**config.mk**
```make
export PLATFORM = sky130hd
export DESIGN_NAME = interp_tile_stepper
export DESIGN_NICKNAME = d
export VERILOG_FILES = /design/src/rtl/interp_tile_stepper.sv
export SDC_FILE = /design/constraint.sdc
export NUM_CORES = 1
export LEC_CHECK = 0
export ABC_AREA = 1
export ABC_CLOCK_PERIOD_IN_PS = 2820
export CAP_MARGIN = 40
export CORE_MARGIN = 2
export CORE_UTILIZATION = 40
export DETAILED_ROUTE_END_ITERATION = 10
export PLACE_DENSITY = 0.62
export SLEW_MARGIN = 15
export SYNTH_ARGS = -nofsm -noshare
export SYNTH_HDL_FRONTEND = slang
export SYNTH_SLANG_ARGS = --single-unit
export TNS_END_PERCENT = 100
```
**constraint.sdc**
```tcl
create_clock -name clock -period 2.82 [get_ports clock]
set_input_delay 0.564 -clock clock [delete_from_list [all_inputs] [get_ports clock]]
set_output_delay 0.564 -clock clock [all_outputs]
set_load 0.1 [all_outputs]
```
**src/rtl/interp_tile_stepper.sv**
```systemverilog
// Raster tile walker: one (x, y, value) pixel per handshake, values by incremental add; INTERP_TILE_SAT_EN saturates pix_val.
// First pixel 1 cycle after coef accept; outputs hold while pix_ready is low, abort/reset drop the stream.
module interp_tile_stepper #(
  parameter int TILE_W = 32,
  parameter int TILE_H = 32,
  parameter int ACC_W  = 48
) (
  input  logic        clock,
  input  logic        reset_n,
  input  logic        coef_valid,
  output logic        coef_ready,
  input  logic [31:0] ddx,
  input  logic [31:0] ddy,
  input  logic [31:0] c0,
  input  logic [10:0] tile_x,
  input  logic [10:0] tile_y,
  input  logic        abort,
  output logic        pix_valid,
  input  logic        pix_ready,
  output logic [10:0] pix_x,
  output logic [10:0] pix_y,
  output logic [31:0] pix_val,
  output logic        pix_last,
  output logic        tile_done
);

  localparam int IW = $clog2(TILE_W);
  localparam int JW = $clog2(TILE_H);

  typedef enum logic {IDLE, RUN} state_e;

  state_e                  state_q, state_d;
  logic signed [ACC_W-1:0] ddx_q, ddx_d, ddy_q, ddy_d;
  logic signed [ACC_W-1:0] acc_q, acc_d, acc_row_q, acc_row_d;
  logic [IW-1:0]           i_q, i_d;
  logic [JW-1:0]           j_q, j_d;
  logic [10:0]             tx_q, tx_d, ty_q, ty_d;
  logic                    done_q, done_d;
  logic                    row_end, last_row;

  assign row_end  = (i_q == IW'(TILE_W - 1));
  assign last_row = (j_q == JW'(TILE_H - 1));

  always_comb begin
    state_d   = state_q;
    ddx_d     = ddx_q;
    ddy_d     = ddy_q;
    acc_d     = acc_q;
    acc_row_d = acc_row_q;
    i_d       = i_q;
    j_d       = j_q;
    tx_d      = tx_q;
    ty_d      = ty_q;
    done_d    = 1'b0;
    case (state_q)
      IDLE: begin
        if (coef_valid) begin
          ddx_d     = {{(ACC_W-32){ddx[31]}}, ddx};
          ddy_d     = {{(ACC_W-32){ddy[31]}}, ddy};
          acc_d     = {{(ACC_W-32){c0[31]}}, c0};
          acc_row_d = {{(ACC_W-32){c0[31]}}, c0};
          i_d       = '0;
          j_d       = '0;
          tx_d      = tile_x;
          ty_d      = tile_y;
          state_d   = RUN;
        end
      end
      RUN: begin
        // Abort wins over a coincident handshake and suppresses tile_done.
        if (abort) begin
          state_d = IDLE;
        end else if (pix_ready) begin
          if (!row_end) begin
            i_d   = i_q + IW'(1);
            acc_d = acc_q + ddx_q;
          end else if (!last_row) begin
            i_d       = '0;
            j_d       = j_q + JW'(1);
            acc_row_d = acc_row_q + ddy_q;
            acc_d     = acc_row_q + ddy_q;
          end else begin
            state_d = IDLE;
            done_d  = 1'b1;
          end
        end
      end
      default: state_d = IDLE;
    endcase
  end

  always_ff @(posedge clock or negedge reset_n) begin
    if (!reset_n) begin
      state_q   <= IDLE;
      ddx_q     <= '0;
      ddy_q     <= '0;
      acc_q     <= '0;
      acc_row_q <= '0;
      i_q       <= '0;
      j_q       <= '0;
      tx_q      <= '0;
      ty_q      <= '0;
      done_q    <= 1'b0;
    end else begin
      state_q   <= state_d;
      ddx_q     <= ddx_d;
      ddy_q     <= ddy_d;
      acc_q     <= acc_d;
      acc_row_q <= acc_row_d;
      i_q       <= i_d;
      j_q       <= j_d;
      tx_q      <= tx_d;
      ty_q      <= ty_d;
      done_q    <= done_d;
    end
  end

  assign coef_ready = (state_q == IDLE);
  assign pix_valid  = (state_q == RUN);
  assign pix_x      = tx_q + 11'(i_q);
  assign pix_y      = ty_q + 11'(j_q);
  assign pix_last   = (state_q == RUN) && row_end && last_row;
  assign tile_done  = done_q;

`ifdef INTERP_TILE_SAT_EN
  logic [ACC_W-32:0] acc_hi;
  assign acc_hi = acc_q[ACC_W-1:31];
  // In range only when the bits above 30 are a pure sign extension.
  always_comb begin
    if (&acc_hi || ~|acc_hi) pix_val = acc_q[31:0];
    else if (acc_q[ACC_W-1]) pix_val = 32'h8000_0000;
    else                     pix_val = 32'h7FFF_FFFF;
  end
`else
  assign pix_val = acc_q[31:0];
`endif

endmodule

```
### Word-level counts from Yosys, hierarchy flattened

Cells that the tools add are included.

| word-level totals | value |
|---|---|
| bits in registers | 194 |
| bits of input ports | 123 |
| output and inout port bits | 58 |
| word-level logic and storage cells | 62 |

| operators by class | value |
|---|---|
| add/sub/neg operators | 6 |
| eq/ne operators | 8 |
| muxes and demuxes | 32 |
| bitwise gates (word level) | 1 |
| reductions and logical operators | 5 |

Operators by type and width:

| cell | number |
|---|---|
| $mux W48 | 8 |
| $pmux W48 S2 | 2 |
| $add A48 B32 Y48 | 2 |
| $mux W5 | 9 |
| $add A11 B5 Y11 | 2 |
| $pmux W5 S2 | 2 |
| $add A5 B1 Y5 const B | 2 |
| $eq A5 B5 Y1 const B | 2 |
| $mux W1 | 10 |
| $ne A2 B2 Y1 const B | 4 |
| $reduce_and A5 Y1 | 1 |
| $reduce_and A4 Y1 | 1 |
| $ne A3 B3 Y1 const B | 1 |
| $logic_and A1 B1 Y1 | 2 |
| $ne A2 B1 Y1 const B | 1 |
| $pmux W1 S2 | 1 |
| $reduce_and A2 Y1 | 1 |
| $not A1 Y1 | 1 |

### Logic depth before layout (Yosys ltp)

Gate-level depths: netlist of run 1.

| depth | value |
|---|---|
| word-level depth | 6 |
| mapped depth | 17 |
| depth with buffers taken out | 17 |

### Worst setup path before layout of run 1

OpenSTA, ideal clock, no wires.

| path | value |
|---|---|
| path type | reg2out |
| start point | register i_q[0] |
| end point | output port pix_x[10] |
| arrival | 3.405 ns |
| setup slack | -1.149 ns |
| cell stages (with the launch flop) | 11 |
| path buffers | 0 |
| cells stage by stage | dfrtp_1 -> ha_1 -> inv_1 -> fa_1 -> o21ai_0 -> nand2_1 -> nand2_1 -> nand2_1 -> nor3b_1 -> nand3_1 -> xnor2_1 |

| on the way | value |
|---|---|
| cells in the longest elaborated chain, start to end | 1 |

Ends and longest elaborated chain:

| element | line | RTL |
|---|---|---|
| from (decl) | 35 | `logic [IW-1:0] i_q, i_d;` |
| from (signal assigned) | 110 | `i_q <= i_d;` |
| $add A11 B5 Y11 | 120 | `assign pix_x = tx_q + 11'(i_q);` |
| to (decl) | 20 | `output logic [10:0] pix_x,` |

Every way passes these cells.

### Worst setup path in the final report of run 1

| path | value |
|---|---|
| start point | register tx_q[0] |
| end point | output port pix_x[10] |

| on the way | value |
|---|---|
| cells in the longest elaborated chain, start to end | 1 |

Ends and longest elaborated chain:

| element | line | RTL |
|---|---|---|
| from (decl) | 37 | `logic [10:0] tx_q, tx_d, ty_q, ty_d;` |
| from (signal assigned) | 112 | `tx_q <= tx_d;` |
| $add A11 B5 Y11 | 120 |  |

Every way passes these cells.

==> impl_results.md, run 1 <==
- Half-perimeter wire length of the detailed placement result: 32740 um
- Initial antenna violation count: 0
- Number of register bits inferred by synthesis: 162
- Worst setup SP type: flip-flop
- Number of vias after detailed routing: 12100
- Ports: 181
- Cell with the largest stage delay on the worst path: dfrtp_1
- Most frequent standard cell in the layout excluding fill and tap cells: nand2_1
- Hold/Removal Path Class: primary input to asynchronous set/reset pin
- TritonRoute pass-1 iters: 5
- Setup repair after global routing missed its margin: true
- Number of buffers added by the clock tree synthesis step: 17
- Grt total ovfl: 0
- Syn-to-layout area delta: 30.53%
- Total routed wirelength: 41590 um
- Layout cells sized above 1: 10.74%
- Number of global-route vias before repair: 11730
- NumNets Final: 2191
- Pwr Density: 1176 nW/um2
- Violated checks: setup timing
- EDFF count, synth: 0
- Number of max-cap violations: 0
- DRC violation count after routing: 0
- Clock latency of the later-clocked register in the worst-skew pair: 0.44 ns
- GRT Overall Usage: 27.48%
- GPL Wtd Cong: 0.9570
- Kind of critical path: flip-flop to output port
- Count of antenna diodes in the layout: 0
- Synthesized net count: 1987
- Buffer and inverter count on the worst path: 2
- Warning count from the yosys run: 0
- Clk pin slew, worst setup/hold paths: 0.07 ns
- Period utilisation layout: 110.3%
- Clock buffer depth: 2
- Critical path arrival: 2.55 ns
- Outcome: complete, but fails checks
- Global-route wire length before repair: 65450 um
- Peak fanout along the critical path: 2
- Height of the die: 175.8 um
- Placement Rows: 62
- Dominant register cell in the synthesized netlist: dfrtp_1
- End-of-flow core utilization: 53.43%
- Transition at the pin with the smallest max-transition slack: 0.7116 ns
- TritonCTS Sinks: 162
- CP Data Required Time: 2.26 ns
- Max stage delay on crit path: 0.41 ns
- Post-synthesis cell type with the largest combined area: dfrtp_1
- Avg Cell Area, Syn: 6.621 um2
- Vias per inst: 5.073
- Final setup violation count: 8
- Root buffer selected by CTS: clkbuf_16
- Sequential share of the synthesized area: 34.32%
- Logic depth of the worst setup path including buffers: 11
- Final max-slew violation count: 0
- Final worst setup slack: -0.2908 ns
- Crit-path leading delay family: simple AND/OR/NAND/NOR gates
- Max H-tree Level: 4
- Max VDD drop: 0.8870 mV
- Fraction of post-synthesis cell area in the top cell type by area: 34.32%
- Clock tree from TritonCTS: built
- Static Leakage: 8.031 nW
- Total Die Area: 30920 um2
- Cell count after synthesis: 1784
- R2R cell count: 14
- Area contributors post-synth: dfrtp_1 (34%), nand2_1 (22%), ha_1 (8.0%)
- Number of buffers inserted by hold repair at cts: 0
- Maximum number of pins on one net before global-route repair: 69
- Final number of hold-violating endpoints: 0
- Proportion of synthesized flip-flops having asynchronous set or reset: 100.0%
- Max_slew headroom: 52.56%
- Min Clock Period, post-route: 3.111 ns
- Starting utilization of the core area: 40.93%
- Total design power: 18.13 mW
- DR iter-0 viols: 972
- Crit path capture type: output port
- Peak clock frequency supported by timing: 321.5 MHz
- Syn Std Cell Area: 11810 um2
- Commonest non-fill, non-tap cells in the layout: nand2_1 (675), inv_1 (225), dfrtp_1 (161), nor2_1 (154), clkdlybuf4s50_1 (121)
- Detailed-route wire length per cell: 17.44 um
- Cells along the critical path: ha_4 > inv_2 > fa_2 > o21ai_2 > nand2_1 > nand2_1 > nand2_2 > nor3b_4 > nand3_2 > xnor2_4 > buf_12
- Chip Width: 175.8 um
- Core area: 28860 um2
- Total Neg Setup Slack: -1.399 ns
- Worst clock skew on the final layout: 0.01080 ns
- Port-buffer cells: 180
- Most common cell type on the critical path: nand2_1
- Number of routed nets with antenna violations: 0
- Post-synth cell types: 41
cells in the mapped netlist (all sizes together) (3+ instances only):
cell	count
buf	17
a21oi	120
xnor2	11
xor2	30
o21ai	57
o221ai	5
nand2	681
nand3	123
ha	76
o22ai	3
nor3b	4
inv	231
a31oi	13
o21bai	8
nor3	15
nand4	8
nand3b	6
clkbuf	28
or2	11
nor2	159
o211ai	5
fa	4
dfrtp	162
path summary, 6_finish.rpt:
kind | from | endpoint | slack [ns]
worst max register to register | i_q[0]$_DFFE_PN0P_ | i_q[3]$_DFFE_PN0P_ | 0.13
worst min register to register | ty_q[4]$_DFFE_PN0P_ | ty_q[4]$_DFFE_PN0P_ | 0.49
min in group clock | ty_q[4]$_DFFE_PN0P_ | ty_q[4]$_DFFE_PN0P_ | 0.49
worst max-delay path | tx_q[0]$_DFFE_PN0P_ | pix_x[10] | -0.29
max in group asynchronous | reset_n | acc_row_q[28]$_DFFE_PN0P_ | 1.90
worst min-delay path | reset_n | j_q[3]$_DFFE_PN0P_ | 0.12
state kept, by name (all words and copies together) (netlist names):
register / count
acc_q: 32
acc_row_q: 32
ddx_q: 32
ddy_q: 32
i_q: 5
j_q: 5
pix_valid: 1
tile_done: 1
tx_q: 11
ty_q: 11
per-layer routing:
layer / track usage [%] / wire length, um
met1: 38.72 / 19230
met2: 44.11 / 18780
met3: 3.442 / 2501
met4: 8.437 / 1075
met5: 0 / 0
worst reg2reg max path, delay by kind of cell (launching register included):
| family | cells | cell delay (ns) |
|---|---|---|
| adders and majority gates | 2 | 0.41 |
| buffers and inverters | 7 | 1.06 |
| AOI/OAI and AO/OA | 2 | 0.32 |
| and+or+nand+nor | 3 | 0.40 |
| DFF | 1 | 0.42 |
report_power, final:
group / switching, mW / internal [mW]
combinational: 8.39 / 3.75
clock: 1.09 / 1.14
sequential: 0.699 / 3.05
total: 10.2 / 7.95
repair_timing:
action / in CTS / in global routing
endpoints found under the hold margin: 0 / 0
setup buffers: 16 / 7
endpoints found under the setup margin: 10 / 11
gates resized for setup: 25 / 5
pin swaps: 20 / 9
final cells by class:
type	instances	area, um2
well taps	384	480.5
clock buffers	20	436.7
clock inverters	12	100.1
multi-input cells	1345	7071
fillers	2918	13440
inverters	232	873.3
repair buffers	230	2402
flip-flops and latches	162	4055
kinds of logic (layout without fill, tap and decap cells):
kind of cell    after synthesis  count (layout)  synth area share [%]
buf+inv                     277             494                 9.141
xor+xnor                     41              41                 3.040
flops                       162             162                 34.32
simple gates               1010            1010                 34.69
compound gates              213             213                 9.999
fa+ha+maj                    80              80                 8.728
mux                           1               1               0.08474
stage by stage:
stage          setup WS (ns)  cell area, um2  std cells  hold WS (ns)
3_5_place_dp         0.09052           14570       2331        0.4723
5_1_grt              -0.4435           15420       2385        0.1817
6_report             -0.2908           15420       2385        0.1213
4_1_cts              -0.3117           15350       2379        0.1578
3_3_place_gp          0.1110           14570       2331        0.4692
2_1_floorplan        -0.2684           12070       1784        0.2684
Power figures use the tool's default switching activity.
==> run 2, diff against run 1 <==
--- a/config.mk
+++ b/config.mk
@@ -12,6 +12,7 @@
 export CORE_UTILIZATION = 40
 export DETAILED_ROUTE_END_ITERATION = 10
 export PLACE_DENSITY = 0.62
+export SKIP_LAST_GASP = 1
 export SLEW_MARGIN = 15
 export SYNTH_ARGS = -nofsm -noshare
 export SYNTH_HDL_FRONTEND = slang
==> run 2 against run 1 <==
The flow still finishes with violations (setup timing); critical path depth is the same; routed wire length increased by 0.24%; first-iteration DRC count is 4.9% lower; register-to-register slack about the same; combinational power hardly changed; non-clock buffer count unchanged; final area is essentially flat; critical endpoint unchanged; highest routed layer unchanged.
==> impl_results.md, run 2 (synthesis results as in run 1) <==
- Outcome: complete, but fails checks
- Violated checks: setup timing
- Final number of hold-violating endpoints: 0
- Grt total ovfl: 0
- Most frequent standard cell in the layout excluding fill and tap cells: nand2_1
- Starting utilization of the core area: 40.93%
- End-of-flow core utilization: 53.44%
- Hold/Removal Path Class: primary input to asynchronous set/reset pin
- Vias per inst: 5.096
- Max stage delay on crit path: 0.41 ns
- Final hold slack: 0.1241 ns
- Crit path capture type: output port
- Period utilisation layout: 110.8%
- Final setup violation count: 9
- Min Clock Period, post-route: 3.126 ns
- Commonest non-fill, non-tap cells in the layout: nand2_1 (674), inv_1 (225), dfrtp_1 (161), nor2_1 (154), clkdlybuf4s50_1 (121)
- Height of the die: 175.8 um
- Ports: 181
- Count of antenna diodes in the layout: 0
- DR iter-0 viols: 924
- Root buffer selected by CTS: clkbuf_16
- Reg power frac: 20.7%
- Max_slew headroom: 52.61%
- Pwr Density: 1176 nW/um2
- NumNets Final: 2191
- Clock buffer depth: 2
- Total Die Area: 30920 um2
- Clock tree from TritonCTS: built
- TritonCTS Sinks: 162
- Critical R2R Launch: i_q[0]$_DFFE_PN0P_
- Worst setup slack before clock tree synthesis: 0.09052 ns
- Critical path arrival: 2.56 ns
- Number of global-route vias before repair: 11730
- Static Leakage: 8.033 nW
- Cells along the critical path: ha_4 > inv_2 > fa_2 > o21ai_2 > nand2_1 > nand2_1 > nand2_2 > nor3b_4 > nand3_2 > xnor2_4 > buf_12
- GPL Wtd Cong: 0.9570
- Half-perimeter wire length of the detailed placement result: 32740 um
- Setup repair after global routing missed its margin: true
- Kind of critical path: flip-flop to output port
- Max H-tree Level: 4
- CP Data Required Time: 2.26 ns
- NetSw: 10.20 mW
- Worst setup SP type: flip-flop
- Port-buffer cells: 180
- GRT Overall Usage: 27.49%
- Core area: 28860 um2
- Syn-to-layout area delta: 30.55%
- Relative contribution of the clock network to total power: 12.3%
- TritonRoute pass-1 iters: 5
- Placed instance area: 14570 um2
- Placement Rows: 62
- DRC violation count after routing: 0
- Clk pin slew, worst setup/hold paths: 0.07 ns
- Gate power share: 67.0%
- Cell with the largest stage delay on the worst path: dfrtp_1
- Detailed-route wire length per cell: 17.48 um
- Global-route wire length before repair: 65460 um
- Initial antenna violation count: 0
- Global-route track usage on met3: 3.442%
- Number of vias after detailed routing: 12150
- Chip Width: 175.8 um
- Final worst setup slack: -0.3059 ns
- Number of routed nets with antenna violations: 0
- Number of buffers inserted by hold repair at cts: 0
- Proportion of total power due to net switching: 56.20%
- Number of buffers added by the clock tree synthesis step: 17
- Most common cell type on the critical path: nand2_1
- Max VDD drop: 0.8879 mV
- GR Util met2: 44.16%
- R2r endpoint: i_q[3]$_DFFE_PN0P_
- R2R cell count: 14
- Register-to-register path setup slack: 0.13 ns
- Peak clock frequency supported by timing: 319.9 MHz
- Global-route track usage on met1: 38.70%
- Total routed wirelength: 41690 um
- Clock latency of the later-clocked register in the worst-skew pair: 0.44 ns
- Maximum number of pins on one net before global-route repair: 69
- Internal Pwr Total: 7.946 mW
- Area of all placed cells without fillers: 15420 um2
- Number of max-cap violations: 0
- Layout cells sized above 1: 10.79%
- Worst clock skew on the final layout: 0.01118 ns
- Transition at the pin with the smallest max-transition slack: 0.7109 ns
- Final max-slew violation count: 0
- Most congested layer reported by global routing: met2
- Peak fanout along the critical path: 2
## run 2: metrics by stage
| step | std cells | total power, mW | setup TNS, ns |
|---|---|---|---|
| after CTS | 2379 | 18.08 | -1.378 |
| after global routing | 2385 | 19.50 | -2.628 |
| after floorplan | 1784 | 12.08 | -1.268 |
| after detailed placement | 2331 | 15.62 | 0 |
| after global placement | 2331 | 15.54 | 0 |
| final | 2385 | 18.14 | -1.497 |
## run 2: routing by layer
layer	vias to the layer above	routed length, um
met5	-	0
met1	5634	19200
met3	54	2505
li1	6037	-
met4	0	1109
met2	428	18870
## run 2: layout make-up
cell class	instances	area, um2
tap	384	480.5
fill	2916	13440
sequential	162	4055
inverter	232	873.3
clock buffer	20	436.7
timing repair buffer	230	2402
multi-input combinational	1345	7073
clock inverter	12	100.1
## run 2: worst max path at each step
stage	end	depth (start not counted)	startpoint	slack, ns
floorplan	pix_x[2]	4	i_q[0]$_DFFE_PN0P_	-0.27
global placement	pix_y[10]	11	ty_q[0]$_DFFE_PN0P_	0.11
detailed placement	pix_y[10]	11	ty_q[0]$_DFFE_PN0P_	0.09
CTS	pix_y[10]	11	j_q[0]$_DFFE_PN0P_	-0.31
global route	pix_y[10]	11	ty_q[0]$_DFFE_PN0P_	-0.45
finish	pix_x[10]	11	i_q[0]$_DFFE_PN0P_	-0.31
## run 2: power by group through the flow
| stage | clock network (mW) | logic, mW | registers [mW] |
|---|---|---|---|
| floorplan | 0 | 6.99 | 5.10 |
| global placement | 0 | 11.8 | 3.77 |
| detailed placement | 0 | 11.8 | 3.78 |
| CTS | 2.29 | 12.0 | 3.75 |
| global route | 2.38 | 13.3 | 3.84 |
| finish | 2.24 | 12.2 | 3.75 |
## run 2: timing repair
action | in CTS | in global routing
pin swaps | 20 | 13
setup buffers | 16 | 7
gates resized for setup | 23 | 8
setup endpoints to repair | 10 | 12
gates cloned | 0 | 0
## run 2: critical path: cells and delay by family (launching register included)
kind	cells	cell delay, ns
buf+inv	2	0.23
simple gates	5	0.62
xor+xnor	1	0.19
flops	1	0.41
fa+ha+maj	2	0.52
compound gates	1	0.16
==> run 3, diff against run 2 <==
--- a/config.mk
+++ b/config.mk
@@ -8,10 +8,12 @@
 export ABC_AREA = 1
 export ABC_CLOCK_PERIOD_IN_PS = 2820
 export CAP_MARGIN = 40
-export CORE_MARGIN = 2
-export CORE_UTILIZATION = 40
+export CELL_PAD_IN_SITES_DETAIL_PLACEMENT = 2
+export CELL_PAD_IN_SITES_GLOBAL_PLACEMENT = 2
+export CORE_MARGIN = 3
+export CORE_UTILIZATION = 30
 export DETAILED_ROUTE_END_ITERATION = 10
-export PLACE_DENSITY = 0.62
+export PLACE_DENSITY = 0.81
 export SKIP_LAST_GASP = 1
 export SLEW_MARGIN = 15
 export SYNTH_ARGS = -nofsm -noshare
==> run 3 against run 2 <==
The flow still finishes with violations (setup timing); cell count is 7.1% higher; non-clock buffer count increased by 30; critical path depth stayed put; sequential power increased by 5.9%.
==> impl_results.md, run 3 (synthesis results as in run 1) <==
- Initial antenna violation count: 5
- GPL Wtd Cong: 0.9137
- Total Neg Setup Slack: -4.869 ns
- DRC violation count after routing: 0
- Ports: 181
- Global-route wire length before repair: 86330 um
- Total Die Area: 41790 um2
- Violated checks: setup timing
- Number of vias after detailed routing: 13570
- Peak clock frequency supported by timing: 293.8 MHz
- Final max-slew violation count: 0
- Syn-to-layout area delta: 37.46%
- Number of buffers added by the clock tree synthesis step: 17
- Placement Rows: 72
- Number of global-route vias before repair: 14490
- Min Clock Period, post-route: 3.403 ns
- Vias per inst: 5.312
- Total area of multi-input combinational cells: 7325 um2
- Outcome: complete, but fails checks
- Filler cell count in the final layout: 4508
- Setup repair after global routing missed its margin: true
- Layout cells sized above 1: 13.24%
- GRT Overall Usage: 27.03%
- Static Leakage: 8.320 nW
- End-of-flow core utilization: 41.92%
- Chip Width: 204.4 um
- Crit path capture type: output port
- Total routed wirelength: 64370 um
- Clk pin slew, worst setup/hold paths: 0.08 ns
- Height of the die: 204.4 um
- Final number of hold-violating endpoints: 0
- Most frequent standard cell in the layout excluding fill and tap cells: nand2_1
- Maximum number of pins on one net before global-route repair: 62
- Commonest non-fill, non-tap cells in the layout: nand2_1 (670), inv_1 (223), dfrtp_1 (160), nor2_1 (154), clkdlybuf4s50_1 (121)
- Pwr Density: 1257 nW/um2
- Kind of critical path: flip-flop to output port
- TritonCTS Sinks: 162
- Clock buffer depth: 2
- Period utilisation layout: 120.7%
- Hold/Removal Path Class: primary input to asynchronous set/reset pin
- Worst setup SP type: flip-flop
- Final worst setup slack: -0.5834 ns
- Port-buffer cells: 180
- Clock latency of the later-clocked register in the worst-skew pair: 0.51 ns
- Number of max-cap violations: 0
- TritonRoute pass-1 iters: 7
- Peak fanout along the critical path: 2
- Worst clock skew on the final layout: 0.03963 ns
- Transition at the pin with the smallest max-transition slack: 0.6757 ns
- CP Data Required Time: 2.26 ns
- Number of buffers inserted by hold repair at cts: 0
- Max_slew headroom: 54.96%
- NumNets Final: 2222
- Max H-tree Level: 4
- Combined flip-flop and latch cell area: 4056 um2
- Starting utilization of the core area: 30.49%
- Root buffer selected by CTS: clkbuf_16
- Clock tree from TritonCTS: built
- Critical path arrival: 2.84 ns
- Number of routed nets with antenna violations: 0
- Grt total ovfl: 0
- Total design power: 20.41 mW
- Final setup violation count: 24
- Core area: 38740 um2
- Half-perimeter wire length of the detailed placement result: 41960 um
- Max VDD drop: 0.6728 mV
- Detailed-route wire length per cell: 25.19 um
- DR iter-0 viols: 830
[run 3: changes by cell type in the layout (fill, tap and decap cells not counted), sizes merged]
cell      change
clkinv        +2
clkinvlp      -3
inv           +3
bufinv        +1
diode         +5
buf          +29
clkbuf        -1
[run 3: final cells by class]
class / instances / area share, %
Clock inverter: 14 / 1.002
Antenna cell: 5 / 0.07705
Clock buffer: 18 / 2.705
Multi-Input combinational cell: 1345 / 45.11
Timing Repair Buffer: 260 / 16.57
Inverter: 232 / 5.509
Tap cell: 518 / 3.991
Sequential cell: 162 / 24.98
Timing Repair inverter: 1 / 0.05394
[run 3: routing by layer]
| layer | routed length [um] | track usage [%] |
|---|---|---|
| met1 | 26370 | 34.31 |
| met2 | 31800 | 47.40 |
| met3 | 2497 | 2.867 |
| met4 | 3696 | 10.10 |
| met5 | 0 | 0 |
[run 3: path summary, 6_finish.rpt]
check	startpoint	depth (start not counted)	slack, ns	to
worst max-delay path	i_q[0]$_DFFE_PN0P_	11	-0.58	pix_x[10]
worst min-delay path	reset_n	1	0.02	ddy_q[8]$_DFFE_PN0P_
worst max register to register	i_q[0]$_DFFE_PN0P_	16	-0.26	acc_row_q[28]$_DFFE_PN0P_
worst min register to register	ddx_q[4]$_DFFE_PN0P_	2	0.49	ddx_q[4]$_DFFE_PN0P_
max in group asynchronous	reset_n	2	2.01	ddx_q[22]$_DFFE_PN0P_
min in group clock	ddx_q[4]$_DFFE_PN0P_	2	0.49	ddx_q[4]$_DFFE_PN0P_
[run 3: report_power, final]
group / switching, mW / total (mW) / internal, mW
clock network: 1.33 / 2.62 / 1.29
registers: 0.925 / 3.97 / 3.05
logic: 9.75 / 13.8 / 4.06
[run 3: critical path, stage by stage (launching register included)]
cell and delay, ns:
dfrtp_1 0.41, ha_4 0.17, inv_2 0.04, fa_2 0.38, o21ai_4 0.18, nand2_2 0.06
nand2_2 0.08, nand2_4 0.07, nor3b_4 0.33, nand3_2 0.20, xnor2_4 0.22, buf_12 0.19
[run 3: repair_timing]
action | CTS | global route
buffers inserted | 20 | 32
setup endpoints to repair | 13 | 52
resized for setup | 37 | 54
gates cloned | 0 | 1
pin swaps | 22 | 28
[run 3: metrics by stage]
step | setup slack (ns) | std cells | instance area (um2) | hold WS [ns]
after floorplan | -0.2684 | 1784 | 12070 | 0.2684
after global placement | 0.1084 | 2470 | 14770 | 0.4686
after detailed placement | -0.04072 | 2471 | 14790 | 0.4745
after CTS | -0.4666 | 2522 | 15730 | 0.05113
after global routing | -0.6671 | 2555 | 16240 | 0.05845
final | -0.5834 | 2555 | 16240 | 0.02387
